==> src/rtl/vram_fill_engine.sv <==
// Rectangle-fill initiator for the GPU VRAM write port: clips the programmed
// rectangle to the visible area and issues one pixel write per cycle, row-major.
module vram_fill_engine #(
  parameter int H_RES  = 200,
  parameter int V_RES  = 150,
  parameter int DATA_W = 8
) (
  input  logic              clk,
  input  logic              rst_n,
  input  logic              start_i,
  input  logic              abort_i,
  input  logic [7:0]        x0_i,
  input  logic [7:0]        y0_i,
  input  logic [7:0]        w_i,
  input  logic [7:0]        h_i,
  input  logic [DATA_W-1:0] color_i,
  output logic              busy_o,
  output logic              done_o,
  output logic              v_we_o,
  output logic [15:0]       v_addr_o,
  output logic [DATA_W-1:0] v_data_o
);

  localparam logic [1:0] IDLE = 2'd0;
  localparam logic [1:0] CLIP = 2'd1;
  localparam logic [1:0] FILL = 2'd2;
  localparam logic [1:0] DONE = 2'd3;

  localparam logic [8:0] H_LIM = 9'(H_RES);
  localparam logic [8:0] V_LIM = 9'(V_RES);

  logic [1:0]        state_q, state_d;
  logic [7:0]        x0_q, x0_d, y0_q, y0_d, w_q, w_d, h_q, h_d;
  logic [DATA_W-1:0] color_q, color_d;
  logic [8:0]        x_end_q, x_end_d, y_end_q, y_end_d;
  logic [7:0]        x_q, x_d, y_q, y_d;
  logic [DATA_W-1:0] v_data_q, v_data_d;
  logic              busy_q, busy_d, done_q, done_d, v_we_q, v_we_d;

  logic [8:0] x_sum, y_sum, x_lim, y_lim;
  logic       empty, at_row_end, at_last;

  // Clip arithmetic is 9 bits wide so x0+w never wraps past 255.
  always_comb begin
    x_sum      = {1'b0, x0_q} + {1'b0, w_q};
    y_sum      = {1'b0, y0_q} + {1'b0, h_q};
    x_lim      = (x_sum > H_LIM) ? H_LIM : x_sum;
    y_lim      = (y_sum > V_LIM) ? V_LIM : y_sum;
    empty      = ({1'b0, x0_q} >= H_LIM) || ({1'b0, y0_q} >= V_LIM) ||
                 (w_q == 8'd0) || (h_q == 8'd0);
    at_row_end = ({1'b0, x_q} == x_end_q);
    at_last    = at_row_end && ({1'b0, y_q} == y_end_q);
  end

  always_comb begin
    state_d  = state_q;
    x0_d     = x0_q;
    y0_d     = y0_q;
    w_d      = w_q;
    h_d      = h_q;
    color_d  = color_q;
    x_end_d  = x_end_q;
    y_end_d  = y_end_q;
    x_d      = x_q;
    y_d      = y_q;
    v_data_d = v_data_q;
    case (state_q)
      IDLE: begin
        if (start_i) begin
          x0_d    = x0_i;
          y0_d    = y0_i;
          w_d     = w_i;
          h_d     = h_i;
          color_d = color_i;
          state_d = CLIP;
        end
      end
      CLIP: begin
        x_end_d = x_lim - 9'd1;
        y_end_d = y_lim - 9'd1;
        if (abort_i || empty) begin
          state_d = DONE;
        end else begin
          // The pixel counters double as the address register, so they
          // are only loaded when a write is actually about to happen.
          x_d      = x0_q;
          y_d      = y0_q;
          v_data_d = color_q;
          state_d  = FILL;
        end
      end
      FILL: begin
        if (abort_i || at_last) begin
          state_d = DONE;
        end else if (at_row_end) begin
          x_d = x0_q;
          y_d = y_q + 8'd1;
        end else begin
          x_d = x_q + 8'd1;
        end
      end
      default: state_d = IDLE;
    endcase
    busy_d = (state_d != IDLE);
    done_d = (state_d == DONE);
    v_we_d = (state_d == FILL);
  end

  always_ff @(posedge clk or negedge rst_n) begin
    if (!rst_n) begin
      state_q  <= IDLE;
      x0_q     <= '0;
      y0_q     <= '0;
      w_q      <= '0;
      h_q      <= '0;
      color_q  <= '0;
      x_end_q  <= '0;
      y_end_q  <= '0;
      x_q      <= '0;
      y_q      <= '0;
      v_data_q <= '0;
      busy_q   <= 1'b0;
      done_q   <= 1'b0;
      v_we_q   <= 1'b0;
    end else begin
      state_q  <= state_d;
      x0_q     <= x0_d;
      y0_q     <= y0_d;
      w_q      <= w_d;
      h_q      <= h_d;
      color_q  <= color_d;
      x_end_q  <= x_end_d;
      y_end_q  <= y_end_d;
      x_q      <= x_d;
      y_q      <= y_d;
      v_data_q <= v_data_d;
      busy_q   <= busy_d;
      done_q   <= done_d;
      v_we_q   <= v_we_d;
    end
  end

  assign busy_o   = busy_q;
  assign done_o   = done_q;
  assign v_we_o   = v_we_q;
  assign v_addr_o = {y_q, x_q};
  assign v_data_o = v_data_q;

endmodule

==> config.mk <==
export PLATFORM = sky130hd
export DESIGN_NAME = vram_fill_engine
export DESIGN_NICKNAME = d
export VERILOG_FILES = /design/src/rtl/vram_fill_engine.sv
export SDC_FILE = /design/constraint.sdc
export NUM_CORES = 1
export LEC_CHECK = 0
export BUFFER_PORTS_ARGS = -buffer_cell sky130_fd_sc_hd__buf_2
export CAP_MARGIN = 20
export CORE_MARGIN = 2
export CORE_UTILIZATION = 40
export CTS_BUF_LIST = sky130_fd_sc_hd__clkbuf_8
export DETAILED_ROUTE_END_ITERATION = 16
export GPL_ROUTABILITY_DRIVEN = 0
export HOLD_SLACK_MARGIN = 0.06
export SLEW_MARGIN = 20
export SYNTH_ARGS = -nofsm -noshare
export SYNTH_HDL_FRONTEND = slang
export SYNTH_SLANG_ARGS = --single-unit
==> constraint.sdc <==
create_clock -name clk -period 6.7 [get_ports clk]
set_input_delay 0.335 -clock clk [delete_from_list [all_inputs] [get_ports clk]]
set_output_delay 0.335 -clock clk [all_outputs]
set_load 0.02 [all_outputs]
==> out/qor.yml, run 1 <==
run_status:
  run_status: "finished clean"
critical_path:
  max_stage_delay_ns: 0.43
  cp_max_fo: 5
  cp_top_family: "compound AO/OA/AOI/OAI gates"
  worstSetupPathType: "reg2reg"
  path_buf_inv: 0
  slowest_stage: "fa_1"
  cp.arrival_ns: 4.07
  cp.required_ns: 6.96
  crit_path_frequent_cell: "ha_1"
  crit_chain: "ha_1 > fa_1 > a211o_1 > and3_4 > a211oi_4 > nand4_2 > a21o_1 > a21o_2 > nor2_1 > ha_1 > nand2_1 > nor4_1 > nor3_1 > a221o_1"
  endpoint_kind: "flop"
  startpoint_type: "flop"
placement:
  placed_area_sq_um: 5710
  hpwl_microns: 9210
  io_buffers: 70
clocking:
  cts_sinks: 87
  max-clock-path-buffers: 2
  clkLatencyLatePin_ns: 0.37
  post_cts_buffers: 0
  cts_tree: "done"
  numCtsBuffers: 9
  path_clk_slew_ns: 0.09
  ctsHtreeMaxLevel: 3
  cts_root_buffer: "clkbuf_8"
synthesis:
  synth-async-reset-ratio_pct: 100
  ys_ff_latch: 87
  yosysUniqueCellTypes: 77
  ys_seq_area_share_pct: 41.8
  netlist_instances: 500
  avgSynthCellArea_sq_um: 10.4
  synth_area_sq_um: 5200
  yosys_warnings: 0
  synth_edf_count: 0
  syn_nets: 570
  synthFlopType: "dfrtp_1"
grt:
  track_usage_pct: 18.6
  overflow: 0
  grt_max_degree: 54
  grt_pass1_wl_microns: 20900
  antenna_found_initial: 1
  grt_pass1_vias: 4128
timing:
  rsz0062_at_grt: "no"
  max_slew_margin_pct: 36.4
  skew_ns: 0.0126
  period_minus_slack_ns: 3.81
  hold_violations: 0
  tns_ns: 0
  finalCritPeriodShare_pct: 56.9
  worst_pin_slew_ns: 0.954
  max_freq_mhz: 262
  slew_viol_final: 0
  finalSetupViolCount: 0
cells_and_area:
  diodes: 0
  syn_to_final_growth_pct: 14.4
  nets: 638
  n_fill_cell: 1217
  drive_above_1_share_pct: 27.4
  final_common_cell: "dfrtp_1"
  fin_util_pct: 47.0
  final_area_sq_um: 5950
  final_cell_mix: "dfrtp_1 (87), buf_2 (69), mux2_2 (45), nand2_1 (31), nor2_1 (29)"
route:
  routed_wl_microns: 12200
  vias: 4049
  drc: 0
  wire_per_inst_microns: 16.4
  viasPerCell: 5.43
  firstDrtPassIters: 4
  first_iter_violations: 150
  ant_nets: 0
floorplanning:
  io-pin-count: 71
  die_area_sq_um: 13900
  fp.dieW_microns: 118
  rows: 41
  coreArea_sq_um: 12700
  dieHeight_microns: 118
  start_util_pct: 41.1
hold_path:
  min_path_type: "in2reg"
run:
  cap_violations: 0
==> layout make-up <==
class                   count  area [sq um]  share of cell area (%)
clock buffers               9           124                    2.08
clock inverters             7           113                    1.89
inverters                  20          75.1                    1.26
multi-input cells         377          2870                    48.2
flip-flops and latches     87          2180                    36.6
well taps                 172           215                    3.61
repair buffers             73           378                    6.35
==> metrics by stage <==
step           std cells  worst slack [ns]  hold WS, ns
2_1_floorplan        500              3.31       0.0394
3_3_place_gp         728              3.12        0.328
3_5_place_dp         728              2.95        0.334
4_1_cts              745              2.93        0.146
5_1_grt              745              2.62        0.178
6_report             745              2.89        0.177
==> per-layer routing <==
layer | track usage, % | share of wire, %
met1 | 25.2 | 48
met2 | 28.6 | 45
met3 | 4.89 | 6.0
met4 | 6.93 | 1.3
met5 | 0 | 0
==> registers in the layout, indices dropped and copies added, names as in the netlist <==
signal,count
y_q,8
h_q,8
x_end_q,9
busy_o,1
w_q,8
y_end_q,9
state_q,2
y0_q,8
x_q,8
v_we_o,1
color_q,8
v_data_o,8
done_o,1
x0_q,8
==> synthesized netlist by cell type, drive strengths merged, types with 2 or more instances <==
cell,count,area (sq um)
o21bai,4,30.0
clkbuf,9,33.8
nor4b,2,17.5
a221oi,2,30.0
nor2b,6,37.5
xor2,21,184
nand2b,4,25.0
and2,5,32.5
mux2i,3,30.0
and3,7,50.1
o211ai,6,45.0
xnor2,6,52.6
nor4,10,75.1
inv,20,75.1
o2111ai,5,50.0
buf,7,46.3
fa,2,40.0
nand2,31,116
or2,3,18.8
nand3b,6,45.0
o21a,4,30.0
a221o,2,20.0
nor3b,2,15.0
mux2,45,507
ha,24,300
a41oi,2,36.3
a211o,7,62.6
or3,2,12.5
o21ai,29,164
a21o,9,68.8
nor2,29,109
dfrtp,87,2180
o22ai,4,25.0
a211oi,7,75.1
o2bb2ai,5,43.8
nor3,15,75.1
o22a,2,17.5
nand3,18,90.1
a21oi,22,114
a21boi,2,15.0
a31oi,3,18.8
nand4,2,18.8
==> worst register-to-register path, stage by stage, from the launching register on <==
cell and delay (ns):
dfrtp_1 0.39, ha_1 0.24, fa_1 0.43, a211o_1 0.32, and3_4 0.17, a211oi_4 0.31
nand4_2 0.14, a21o_1 0.22, a21o_2 0.26, nor2_1 0.10, ha_1 0.20, nand2_1 0.09
nor4_1 0.38, nor3_1 0.11, a221o_1 0.33
==> cell families (layout without fill, tap and decap cells) <==
| logic type | count (synthesis) | count (layout) | synth area share [%] |
|---|---|---|---|
| AO/OA/AOI/OAI | 128 | 128 | 18.6 |
| buffers and inverters | 36 | 109 | 2.98 |
| multiplexers | 48 | 48 | 10.3 |
| AND/OR/NAND/NOR | 148 | 148 | 15.2 |
| XOR/XNOR | 27 | 27 | 4.54 |
| adder cells (fa/ha/maj) | 26 | 26 | 6.54 |
| flip-flops | 87 | 87 | 41.8 |
==> worst paths after layout <==
kind / startpoint / end / slack (ns) / depth (start not counted)
min in group asynchronous: rst_n / x_q[6] / 0.46 / 2
worst max register to register: y0_q[0] / y_end_q[6] / 2.89 / 14
worst min register to register: color_q[1] / color_q[1] / 0.51 / 1
worst max-delay path: y0_q[0] / y_end_q[6] / 2.89 / 14
worst min-delay path: y0_i[7] / y0_q[7] / 0.18 / 3
max in group asynchronous: rst_n / x0_q[5] / 5.19 / 3
==> repair_timing <==
| item | 4_1_cts | 5_1_grt |
|---|---|---|
| hold buffers | 1 | 0 |
| endpoints found under the hold margin | 34 | 0 |
| gates resized for setup | 0 | 0 |
| setup endpoints to repair | 0 | 0 |
Power of run 1 is left out: the tool's default activity adds up to more than one toggle a clock period on the data nets, which glitch-free logic cannot reach.
==> run 2: changes to the inputs <==
==> constraint.sdc (replaced) <==
create_clock -name clk -period 3.7 [get_ports clk]
set_input_delay 0.185 -clock clk [delete_from_list [all_inputs] [get_ports clk]]
set_output_delay 0.185 -clock clk [all_outputs]
set_load 0.02 [all_outputs]
==> run 2 against run 1 <==
Net effect:
- global-route usage is essentially flat
- via count grew 4.1%
- core utilization grew 3.3 points
- critical path depth is the same
- worst setup slack lost 2.7 ns
- hold slack lost 0.10 ns
- sequential share of layout area shrank 2.4 points
==> out/qor.yml, run 2 (synthesis results as in run 1) <==
cells_and_area:
  final_area_sq_um: 6370
  drive_above_1_share_pct: 27.5
  final_common_cell: "dfrtp_1"
  multiInputGateArea_sq_um: 2920
  syn_to_final_growth_pct: 22.4
  n_fill_cell: 1177
  final_cell_mix: "dfrtp_1 (87), buf_2 (69), mux2_2 (45), dlygate4sd3_1 (38), nand2_1 (30)"
  seqCellArea_sq_um: 2180
  nets: 682
  largestRegisters: "x_end_q x9, y_end_q x9"
  diodes: 0
grt:
  antenna_found_initial: 0
  grt_pass1_vias: 4099
  grt_pass1_wl_microns: 20900
  track_usage_pct: 18.6
  overflow: 0
  grt_max_degree: 59
floorplanning:
  dieHeight_microns: 118
  fp.dieW_microns: 118
  start_util_pct: 41.1
  die_area_sq_um: 13900
  coreArea_sq_um: 12700
  io-pin-count: 71
  rows: 41
route:
  routed_wl_microns: 12700
  vias: 4214
  firstDrtPassIters: 4
  wire_per_inst_microns: 16.1
  ant_nets: 0
  viasPerCell: 5.35
  first_iter_violations: 140
  drc: 0
critical_path:
  r2r_slack_ns: 0.18
  cp_max_fo: 5
  worstSetupPathType: "reg2reg"
  cp.arrival_ns: 3.77
  rr_startpoint: "y0_q[0]"
  endpoint_kind: "flop"
  startpoint_type: "flop"
  rr_endpoint: "y_end_q[6]"
  reg2reg_depth: 14
  cp.required_ns: 3.95
run:
  cap_violations: 0
placement:
  hpwl_microns: 9240
  io_buffers: 70
  placed_area_sq_um: 5750
clocking:
  cts_tree: "done"
  cts_sinks: 87
  clkLatencyLatePin_ns: 0.37
  max-clock-path-buffers: 2
  path_clk_slew_ns: 0.08
  numCtsBuffers: 9
  cts_root_buffer: "clkbuf_8"
  ctsHtreeMaxLevel: 3
hold_path:
  hold_depth: 2
  hp-start: "y0_i[3]"
  worstHoldEndpoint: "y0_q[3]"
  min_path_type: "in2reg"
timing:
  worst_pin_slew_ns: 0.785
  hold_violations: 0
  period_minus_slack_ns: 3.52
  finalSetupViolCount: 0
  slew_viol_final: 0
  skew_ns: 0.0105
  max_freq_mhz: 284
  max_slew_margin_pct: 47.5
  finalCritPeriodShare_pct: 95.0
run_status:
  run_status: "finished clean"
==> run 2: cell types whose count changed in the layout (fill, tap and decap cells not counted), sizes merged <==
cell	previous run	this run
clkinv	3	0
bufinv	3	1
dlygate4sd3	1	38
buf	72	79
clkbuf	9	10
inv	21	23
==> run 2: metal layers <==
| metal | track usage, % | routed length, microns | share of wire, % | vias to the layer above |
|---|---|---|---|---|
| met4 | 6.55 | 218 | 1.7 | 0 |
| met2 | 29.3 | 5750 | 45 | 96 |
| li1 | - | - | - | 2068 |
| met1 | 25.7 | 6140 | 49 | 2033 |
| met5 | 0 | 0 | 0 | - |
| met3 | 3.49 | 551 | 4.4 | 17 |
==> run 2: what timing repair did <==
item | in CTS | in global routing
buffers inserted | 0 | 2
resized for setup | 0 | 11
endpoints found under the hold margin | 94 | 0
endpoints found under the setup margin | 0 | 4
hold buffers | 38 | 0
==> run 2: stage by stage <==
stage	setup slack, ns	utilization [%]	setup TNS, ns	cells	hold slack [ns]
floorplan	0.311	-	0	500	-0.111
global placement	0.216	45.3	0	733	0.297
detailed placement	0.104	45.3	0	733	0.310
CTS	0.0638	49.8	0	785	0.0622
global route	-0.00796	50.3	-0.00796	787	0.0687
finish	0.183	50.3	0	787	0.0726
==> run 2: cell type report <==
type	count	share of cell area, %
inverter	20	1.18
multi-input combinational	377	45.9
timing repair buffer	117	12.6
tap	172	3.38
sequential	87	34.2
clock buffer	10	2.16
clock inverter	4	0.648
==> run 2: critical path: stages (launching register included) <==
cell and delay, ns:
dfrtp_1 0.39, ha_2 0.21, fa_2 0.41, a211o_1 0.34
and3_4 0.17, a211oi_4 0.18, nand4_2 0.14, a21o_1 0.25
a21o_4 0.24, nor2_2 0.08, ha_2 0.19, nand2_2 0.08
nor4_4 0.32, nor3_1 0.07, a221o_1 0.32
==> run 2: how the worst max path moves through the flow <==
stage             from          to  slack [ns]  cells past startpoint
2_1_floorplan  y0_q[0]  y_end_q[6]        0.31                     14
3_3_place_gp   y0_q[0]  y_end_q[6]        0.22                     14
3_5_place_dp   y0_q[0]  y_end_q[6]        0.10                     14
4_1_cts        y0_q[0]  y_end_q[6]        0.06                     14
5_1_grt        y0_q[0]  y_end_q[6]      -0.008                     14
6_report       y0_q[0]  y_end_q[6]        0.18                     14
Power of run 2 is left out for the same reason.
==> run 3: changes to the inputs <==
--- a/config.mk
+++ b/config.mk
@@ -8,7 +8,7 @@
 export BUFFER_PORTS_ARGS = -buffer_cell sky130_fd_sc_hd__buf_2
 export CAP_MARGIN = 20
 export CORE_MARGIN = 2
-export CORE_UTILIZATION = 40
+export CORE_UTILIZATION = 35
 export CTS_BUF_LIST = sky130_fd_sc_hd__clkbuf_8
 export DETAILED_ROUTE_END_ITERATION = 16
 export GPL_ROUTABILITY_DRIVEN = 0
==> run 3 against run 2 <==
Net effect:
- cell count up 1.9%
- critical path depth unchanged
- final area up 0.94%
- sequential share of layout area down 0.32 points
- first-iteration DRC count up 72%
- count of clock-buffer cells in the layout down 1
- clock skew up 0.0041 ns
- largest cell class unchanged
- fmax down 0.61%
- wire length up 1.8%
==> out/qor.yml, run 3 (synthesis results as in run 1) <==
run_status:
  run_status: "finished clean"
clocking:
  cts_sinks: 87
  ctsHtreeMaxLevel: 3
  cts_tree: "done"
  cts_root_buffer: "clkbuf_8"
  max-clock-path-buffers: 2
  path_clk_slew_ns: 0.10
  clkLatencyLatePin_ns: 0.38
  numCtsBuffers: 9
route:
  drc: 0
  viasPerCell: 5.35
  first_iter_violations: 241
  vias: 4287
  wire_per_inst_microns: 16.1
  firstDrtPassIters: 4
  routed_wl_microns: 12900
  ant_nets: 0
floorplanning:
  die_area_sq_um: 15900
  fp.dieW_microns: 126
  rows: 44
  start_util_pct: 35.8
  io-pin-count: 71
  coreArea_sq_um: 14500
  dieHeight_microns: 126
timing:
  period_minus_slack_ns: 3.54
  max_freq_mhz: 283
  hold_violations: 0
  finalCritPeriodShare_pct: 95.6
  slew_viol_final: 0
  max_slew_margin_pct: 38.5
  tns_ns: 0
  skew_ns: 0.0145
  rsz0062_at_grt: "no"
  finalSetupViolCount: 0
  worst_pin_slew_ns: 0.923
grt:
  track_usage_pct: 16.6
  grt_pass1_vias: 4210
  antenna_found_initial: 0
  overflow: 0
  grt_pass1_wl_microns: 21100
  grt_max_degree: 58
cells_and_area:
  drive_above_1_share_pct: 27.5
  diodes: 0
  final_cell_mix: "dfrtp_1 (87), buf_2 (69), mux2_2 (45), dlygate4sd3_1 (41), nand2_1 (30)"
  nets: 683
  syn_to_final_growth_pct: 23.5
  largestRegisters: "x_end_q x9, y_end_q x9"
  final_common_cell: "dfrtp_1"
  layout.cells.non_filler: 802
placement:
  hpwl_microns: 9620
  place_inst: 744
  io_buffers: 70
critical_path:
  endpoint_kind: "flop"
  worstSetupPathType: "reg2reg"
  cp_max_fo: 4
  startpoint_type: "flop"
  cp.required_ns: 3.97
  cp.arrival_ns: 3.81
hold_path:
  min_path_type: "in2async"
run:
  cap_violations: 0
[run 3: stage by stage]
step	worst slack (ns)	util [%]	hold slack, ns	area (sq um)
final	0.162	44.2	0.404	6430
after global routing	0.0138	44.2	0.445	6430
after CTS	0.00195	43.8	0.401	6370
after detailed placement	0.0383	39.6	0.299	5750
after global placement	0.185	39.6	0.299	5750
after floorplan	0.311	-	-0.111	5200
[run 3: timing repair]
item / 4_1_cts / 5_1_grt
endpoints found under the hold margin: 96 / 0
buffers inserted: 0 / 1
endpoints found under the setup margin: 0 / 3
hold buffers: 41 / 0
gates resized for setup: 0 / 11
[run 3: final cells by class]
| class | instances | area [sq um] |
|---|---|---|
| fillers | 1405 | 8100 |
| multi-input cells | 377 | 2930 |
| flip-flops and latches | 87 | 2180 |
| repair buffers | 118 | 816 |
| well taps | 184 | 230 |
| clock buffers | 9 | 124 |
| clock inverters | 7 | 78.8 |
| inverters | 20 | 75.1 |
[run 3: per-layer routing]
layer  vias up  track usage (%)  share of wire (%)
li1       2074                -                  -
met1      2115             20.5                 44
met2        77             28.8                 51
met3        21             3.74                3.1
met4         0             5.49                1.9
met5         -                0                  0
[run 3: worst max-delay path: stages (launching register included)]
cell and delay, ns:
dfrtp_1 0.43, ha_4 0.20, fa_2 0.40, a211o_1 0.34
and3_4 0.17, a211oi_4 0.23, nand4_2 0.11, a21o_1 0.24
a21o_4 0.21, nor2_2 0.08, ha_2 0.21, nand2_2 0.08
nor4_4 0.35, nor3_2 0.07, a221o_1 0.30
[run 3: worst paths after layout]
| kind | start | end | slack, ns | cells after the start |
|---|---|---|---|---|
| worst max-delay path | h_q[0] | y_end_q[6] | 0.16 | 14 |
| worst min-delay path | rst_n | y0_q[0] | 0.40 | 2 |
| worst max register to register | h_q[0] | y_end_q[6] | 0.16 | 14 |
| worst min register to register | color_q[0] | color_q[0] | 0.50 | 1 |
| max in group asynchronous | rst_n | y_end_q[7] | 2.39 | 3 |
| min in group clk | abort_i | x_q[5] | 0.43 | 4 |
Power of run 3 is left out for the same reason.
